### src/rtl/ysyx_22040237_wbu_pkg.sv
// ysyx_22040237_wbu_pkg: shared width, FSM encoding and load funct3 codes for the write-back unit
package ysyx_22040237_wbu_pkg;
    localparam int REG_WIDTH = 64;

    typedef enum logic {
        IDLE      = 1'b0,
        WAIT_LOAD = 1'b1
    } wbu_state_e;

    localparam logic [2:0] F3_LB  = 3'b000;
    localparam logic [2:0] F3_LH  = 3'b001;
    localparam logic [2:0] F3_LW  = 3'b010;
    localparam logic [2:0] F3_LD  = 3'b011;
    localparam logic [2:0] F3_LBU = 3'b100;
    localparam logic [2:0] F3_LHU = 3'b101;
    localparam logic [2:0] F3_LWU = 3'b110;
endpackage

### src/rtl/ysyx_22040237_ld_fmt.sv
// ysyx_22040237_ld_fmt: extracts and extends a load result from an aligned doubleword
module ysyx_22040237_ld_fmt
    import ysyx_22040237_wbu_pkg::*;
#(
    parameter int REG_WIDTH = ysyx_22040237_wbu_pkg::REG_WIDTH
) (
    input  logic [2:0]           funct3,
    input  logic [2:0]           offset,
    input  logic [63:0]          rdata,
    output logic [REG_WIDTH-1:0] data
);
    logic [2:0]  eff_off;
    logic [63:0] shifted;
    logic [63:0] full;

    // offset is trimmed to the access size so misaligned low bits never shift the field
    assign eff_off = (funct3[1:0] == 2'b01) ? {offset[2:1], 1'b0} :
                     (funct3[1:0] == 2'b10) ? {offset[2], 2'b00} :
                     (funct3[1:0] == 2'b11) ? 3'b000 : offset;
    assign shifted = rdata >> {eff_off, 3'b000};
    assign full = (funct3 == F3_LB)  ? {{56{shifted[7]}}, shifted[7:0]} :
                  (funct3 == F3_LH)  ? {{48{shifted[15]}}, shifted[15:0]} :
                  (funct3 == F3_LW)  ? {{32{shifted[31]}}, shifted[31:0]} :
                  (funct3 == F3_LD)  ? rdata :
                  (funct3 == F3_LBU) ? {56'd0, shifted[7:0]} :
                  (funct3 == F3_LHU) ? {48'd0, shifted[15:0]} :
                  (funct3 == F3_LWU) ? {32'd0, shifted[31:0]} : 64'd0;
    assign data = full[REG_WIDTH-1:0];
endmodule

### src/rtl/ysyx_22040237_wbu.sv
// ysyx_22040237_wbu: write-back unit; retires EXU results and waits for load data before writing rd
module ysyx_22040237_wbu
    import ysyx_22040237_wbu_pkg::*;
#(
    parameter int REG_WIDTH = ysyx_22040237_wbu_pkg::REG_WIDTH
) (
    input  logic                 clk,
    input  logic                 rst,
    input  logic                 exu_valid_i,
    output logic                 exu_ready_o,
    input  logic [63:0]          exu_pc_i,
    input  logic                 exu_rd_wen_i,
    input  logic [4:0]           exu_rd_idx_i,
    input  logic [REG_WIDTH-1:0] exu_result_i,
    input  logic                 exu_is_load_i,
    input  logic [2:0]           exu_ld_funct3_i,
    input  logic                 lsu_rvalid_i,
    input  logic [63:0]          lsu_rdata_i,
    output logic                 rd_wr_en_o,
    output logic [4:0]           rd_wr_idx_o,
    output logic [REG_WIDTH-1:0] rd_wr_data_o,
    output logic                 commit_valid_o,
    output logic [63:0]          commit_pc_o,
    output logic                 pend_valid_o,
    output logic [4:0]           pend_idx_o
);
    wbu_state_e state, state_nxt;
    logic [63:0]          ld_pc;
    logic [4:0]           ld_rd;
    logic                 ld_wen;
    logic [2:0]           ld_f3;
    logic [2:0]           ld_off;
    logic [REG_WIDTH-1:0] ld_data;
    logic                 fire;
    logic                 ld_done;

    assign fire        = exu_valid_i && exu_ready_o;
    assign ld_done     = (state == WAIT_LOAD) && lsu_rvalid_i;
    // ready is held low while reset is asserted
    assign exu_ready_o = rst && (state == IDLE);
    assign pend_valid_o = (state == WAIT_LOAD) && ld_wen && (ld_rd != 5'd0);
    assign pend_idx_o  = ld_rd;

    always_comb begin
        state_nxt = state;
        if (state == IDLE && fire && exu_is_load_i) state_nxt = WAIT_LOAD;
        if (ld_done) state_nxt = IDLE;
    end

    ysyx_22040237_ld_fmt #(.REG_WIDTH(REG_WIDTH)) u_ld_fmt (
        .funct3 (ld_f3),
        .offset (ld_off),
        .rdata  (lsu_rdata_i),
        .data   (ld_data)
    );

    always_ff @(posedge clk or negedge rst) begin
        if (!rst) begin
            state          <= IDLE;
            ld_pc          <= '0;
            ld_rd          <= '0;
            ld_wen         <= 1'b0;
            ld_f3          <= '0;
            ld_off         <= '0;
            rd_wr_en_o     <= 1'b0;
            rd_wr_idx_o    <= '0;
            rd_wr_data_o   <= '0;
            commit_valid_o <= 1'b0;
            commit_pc_o    <= '0;
        end else begin
            state          <= state_nxt;
            rd_wr_en_o     <= 1'b0;
            commit_valid_o <= 1'b0;
            if (fire && exu_is_load_i) begin
                ld_pc  <= exu_pc_i;
                ld_rd  <= exu_rd_idx_i;
                ld_wen <= exu_rd_wen_i;
                ld_f3  <= exu_ld_funct3_i;
                ld_off <= exu_result_i[2:0];
            end else if (fire) begin
                rd_wr_en_o     <= exu_rd_wen_i && (exu_rd_idx_i != 5'd0);
                rd_wr_idx_o    <= exu_rd_idx_i;
                rd_wr_data_o   <= exu_result_i;
                commit_valid_o <= 1'b1;
                commit_pc_o    <= exu_pc_i;
            end else if (ld_done) begin
                rd_wr_en_o     <= ld_wen && (ld_rd != 5'd0);
                rd_wr_idx_o    <= ld_rd;
                rd_wr_data_o   <= ld_data;
                commit_valid_o <= 1'b1;
                commit_pc_o    <= ld_pc;
            end
        end
    end
endmodule

### config.mk
export PLATFORM = sky130hd
export DESIGN_NAME = ysyx_22040237_wbu
export DESIGN_NICKNAME = d
export VERILOG_FILES = /design/src/rtl/ysyx_22040237_wbu_pkg.sv /design/src/rtl/ysyx_22040237_ld_fmt.sv /design/src/rtl/ysyx_22040237_wbu.sv
export SDC_FILE = /design/constraint.sdc
export NUM_CORES = 1
export LEC_CHECK = 0
export BUFFER_PORTS_ARGS = -buffer_cell sky130_fd_sc_hd__buf_2
export CAP_MARGIN = 20
export CORE_ASPECT_RATIO = 0.9
export CORE_MARGIN = 1.5
export CORE_UTILIZATION = 40
export DETAILED_ROUTE_END_ITERATION = 6
export MAX_ROUTING_LAYER = met4
export PLACE_DENSITY = 0.68
export REMOVE_ABC_BUFFERS = 1
export SYNTH_ARGS = -nofsm -noshare
export SYNTH_HDL_FRONTEND = slang
export SYNTH_SLANG_ARGS = --single-unit
### constraint.sdc
create_clock -name clk -period 2.7 [get_ports clk]
set_clock_uncertainty 0.15 [all_clocks]
set_input_delay 0 -clock clk [delete_from_list [all_inputs] [get_ports clk]]
set_output_delay 0 -clock clk [all_outputs]
set_load 0.05 [all_outputs]
==> flow_metrics.tcl <==
set metrics [dict create \
    run_status "completed" \
    p_seq_share_pct 32.9 \
    total_power_per_unit_cell_area_mw_per_mm2 922 \
    clock_tree_from_tritoncts "yes" \
    worst_slew_pin_slew_ps 996 \
    crit_type "reg -> reg" \
    drt_pass_1_iters 5 \
    synth_ff_type "dfrtp_1" \
    min-delay-path-class "in -> reg" \
    timing.fmax_mhz 378 \
    hp-start "exu_pc_i[9]" \
    p_sw_share_pct 45.2 \
    crit_fanout 35 \
    wl_microns 37900 \
    synth_cells 1065 \
    maximum_number_of_pins_on_one_net_before_global_route_repair 84 \
    syn-cell-area_sq_mm 0.0105 \
    postPlaceCellArea_sq_mm 0.0127 \
    worstSetupStartpoint "ld_f3[0]$_DFFE_PN0P_" \
    final_cell_count_no_fill 1965 \
    cp-end-kind "flip-flop" \
    cellInternalPower_w 0.00787 \
    final_common_cell "buf_2" \
    gp_congestion 0.934 \
    drt-vias-per-instance 5.55 \
    clk_transition_reported_paths_ps 70 \
    leakagePower_nw 6.91 \
    layout_worst_path_cycle_share_pct 97.9 \
    comb_power_share_pct 45.2 \
    detail_route.iter0.violations 965 \
    place_hpwl_microns 23700 \
    timing.final.hold_violations 0 \
    number_of_setup_violations_in_the_final_report 0 \
    syn2layout_area_growth_pct 48.6 \
    timing_max_transition_violations_final 0 \
    timing.hold.ws_ps 106 \
    total_grt_overflow 0 \
    layout.cell_area.non_filler_sq_mm 0.0156 \
    mostFrequentLayoutCells "346 x buf_2, 212 x dfrtp_1, 207 x dlygate4sd3_1" \
    synthesis.yosys.warnings 0 \
    worst_skew_pair.late_latency_ps 510 \
    wl_per_cell_microns 19.3 \
    cts-htree-levels 1 \
    fin_crit_ps 2640 \
    first_global_vias 10900 \
    clk_root_buffer_cell "clkbuf_16" \
    yosysSeqAreaShare_pct 50.7 \
    worst_ep_arrival_time_ps 2850 \
    number_of_distinct_library_cells_after_synthesis 53 \
    die_h_microns 157 \
    buffer_ports.inserted 347 \
    number_of_buffers_created_by_cts 25 \
    regToRegStartpoint "ld_f3[0]$_DFFE_PN0P_" \
    rsz_0062_raised_after_global_routing "false" \
    synth_seq_cells 212 \
    grtUsageTotal_pct 27.8 \
    critPathRequiredTime_ps 2910 \
    worstSetupStartpointType "flip-flop" \
    number_of_max_capacitance_violations_reported 0 \
    number_of_nets_with_antenna_violations_after_routing 0 \
    synth.avg_cell_area_sq_um 9.83 \
    synth_enable_flop_cells 0 \
    initial_antenna_violation_count 3 \
    total_switching_power_w 0.00648 \
    starting_density_pct 41.1 \
    drc 0 \
    ioPinCount 348 \
    via_count 10900 \
    report.power.total_w 0.0144 \
    coreArea_sq_mm 0.0255 \
    die_w_microns 174 \
    pwr-share-clk_pct 21.9 \
    post_route_cells_drive_above_1_share_pct 33.3 \
    slew_headroom_pct 33.5 \
    cts_buffer_depth 3 \
    global_route_wire_length_before_repair_microns 58700 \
    design.die.area_sq_mm 0.0272 \
    design.final.nets 1804 \
    clock_sink_count 212 \
    postSynth.asyncResetShare_pct 100 \
    placed_cells 1704 \
    cts_setup_buffers 0 \
    vdd_ir_max_uv 529 \
    placementRows 55 \
]
==> timing repair <==
| item | CTS | global route |
|---|---|---|
| hold endpoints to repair | 340 | 0 |
| resized for setup | 0 | 3 |
| hold buffers | 207 | 0 |
| setup endpoints to repair | 0 | 32 |
==> flip-flops by register name, indices dropped and copies added (netlist names) <==
signal / cells
rd_wr_idx_o: 5
commit_pc_o: 64
rd_wr_en_o: 1
ld_off: 3
ld_f3: 3
ld_pc: 64
rd_wr_data_o: 64
state: 1
ld_wen: 1
pend_idx_o: 5
commit_valid_o: 1
==> Yosys cell counts (all sizes together) (2+ instances only) <==
master | count | area [sq um]
a31oi | 73 | 457
nor3 | 18 | 90.1
a221oi | 8 | 70.1
o211ai | 3 | 22.5
and3b | 2 | 17.5
or3 | 55 | 344
buf | 17 | 110
nor3b | 2 | 20.0
o22ai | 7 | 43.8
nand2 | 169 | 634
or3b | 2 | 17.5
mux2 | 92 | 1040
nand3b | 4 | 30.0
nand2b | 2 | 12.5
nand3 | 3 | 15.0
and2 | 3 | 18.8
nor2 | 92 | 345
nor2b | 7 | 43.8
inv | 3 | 11.3
mux4 | 14 | 338
a22o | 14 | 123
o21ai | 96 | 480
or4 | 3 | 22.5
a21oi | 62 | 310
dfrtp | 212 | 5310
mux2i | 9 | 90.1
o221a | 6 | 67.6
clkbuf | 70 | 263
==> power by group through the flow <==
stage	Combinational [W]	Sequential, W	Clock [W]
after global placement	0.00605	0.00471	0
final	0.00649	0.00473	0.00314
after CTS	0.00639	0.00469	0.00319
after global routing	0.00682	0.00483	0.00333
after detailed placement	0.00614	0.00473	0
after floorplan	0.00176	0.00728	0
==> final timing paths <==
kind	cells past startpoint	end	slack, ps
min	3	ld_pc[9]$_DFFE_PN0P_	110
max	7	rd_wr_data_o[14]$_DFFE_PN0P_	60
min in group asynchronous	3	rd_wr_data_o[23]$_DFFE_PN0P_	160
min reg2reg	1	ld_wen$_DFFE_PN0P_	350
max reg2reg	7	rd_wr_data_o[14]$_DFFE_PN0P_	60
max in group asynchronous	5	ld_pc[33]$_DFFE_PN0P_	960
==> worst max-delay path: stages, from the launching register on <==
cell	delay, ps
dfrtp_1	380
buf_4	210
clkinv_1	90
buf_4	360
nor3_1	110
a21oi_1	710
o221a_2	360
a21oi_1	90
==> final cells by class <==
class,count,area [sq um]
diodes,7,17.5
clock inverters,9,51.3
multi-input cells,763,4830
well taps,342,428
clock buffers,36,697
fillers,2083,9890
inverters,4,20.0
repair buffers,592,4220
flip-flops and latches,212,5310
==> layer usage <==
| layer | global-route usage (%) | routed length (microns) | vias to the layer above |
|---|---|---|---|
| li1 | - | - | 4894 |
| met3 | 4.64 | 2850 | 191 |
| met1 | 34.8 | 15200 | 5213 |
| met2 | 43.6 | 17600 | 615 |
| met4 | 14.8 | 2210 | 0 |
| met5 | - | 0 | - |
==> stage by stage <==
| stage | setup slack, ps | util, % | TNS [ps] |
|---|---|---|---|
| 3_5_place_dp | 89.3 | 49.8 | 0 |
| 6_report | 55.8 | 61.1 | 0 |
| 3_3_place_gp | 112 | 49.7 | 0 |
| 4_1_cts | 64.8 | 60.9 | 0 |
| 5_1_grt | 30.1 | 61.1 | 0 |
| 2_1_floorplan | -3020 | - | -547810 |
==> cell families (layout without fill, tap and decap cells) <==
group,after synthesis,in the layout,share of synthesized area (%)
DFF,212,212,50.7
buffers and inverters,91,641,3.70
other,0,7,0
AOI/OAI and AO/OA,280,280,15.9
and+or+nand+nor,367,368,15.8
muxes,115,115,14.0
Power figures use the tool's default switching activity.
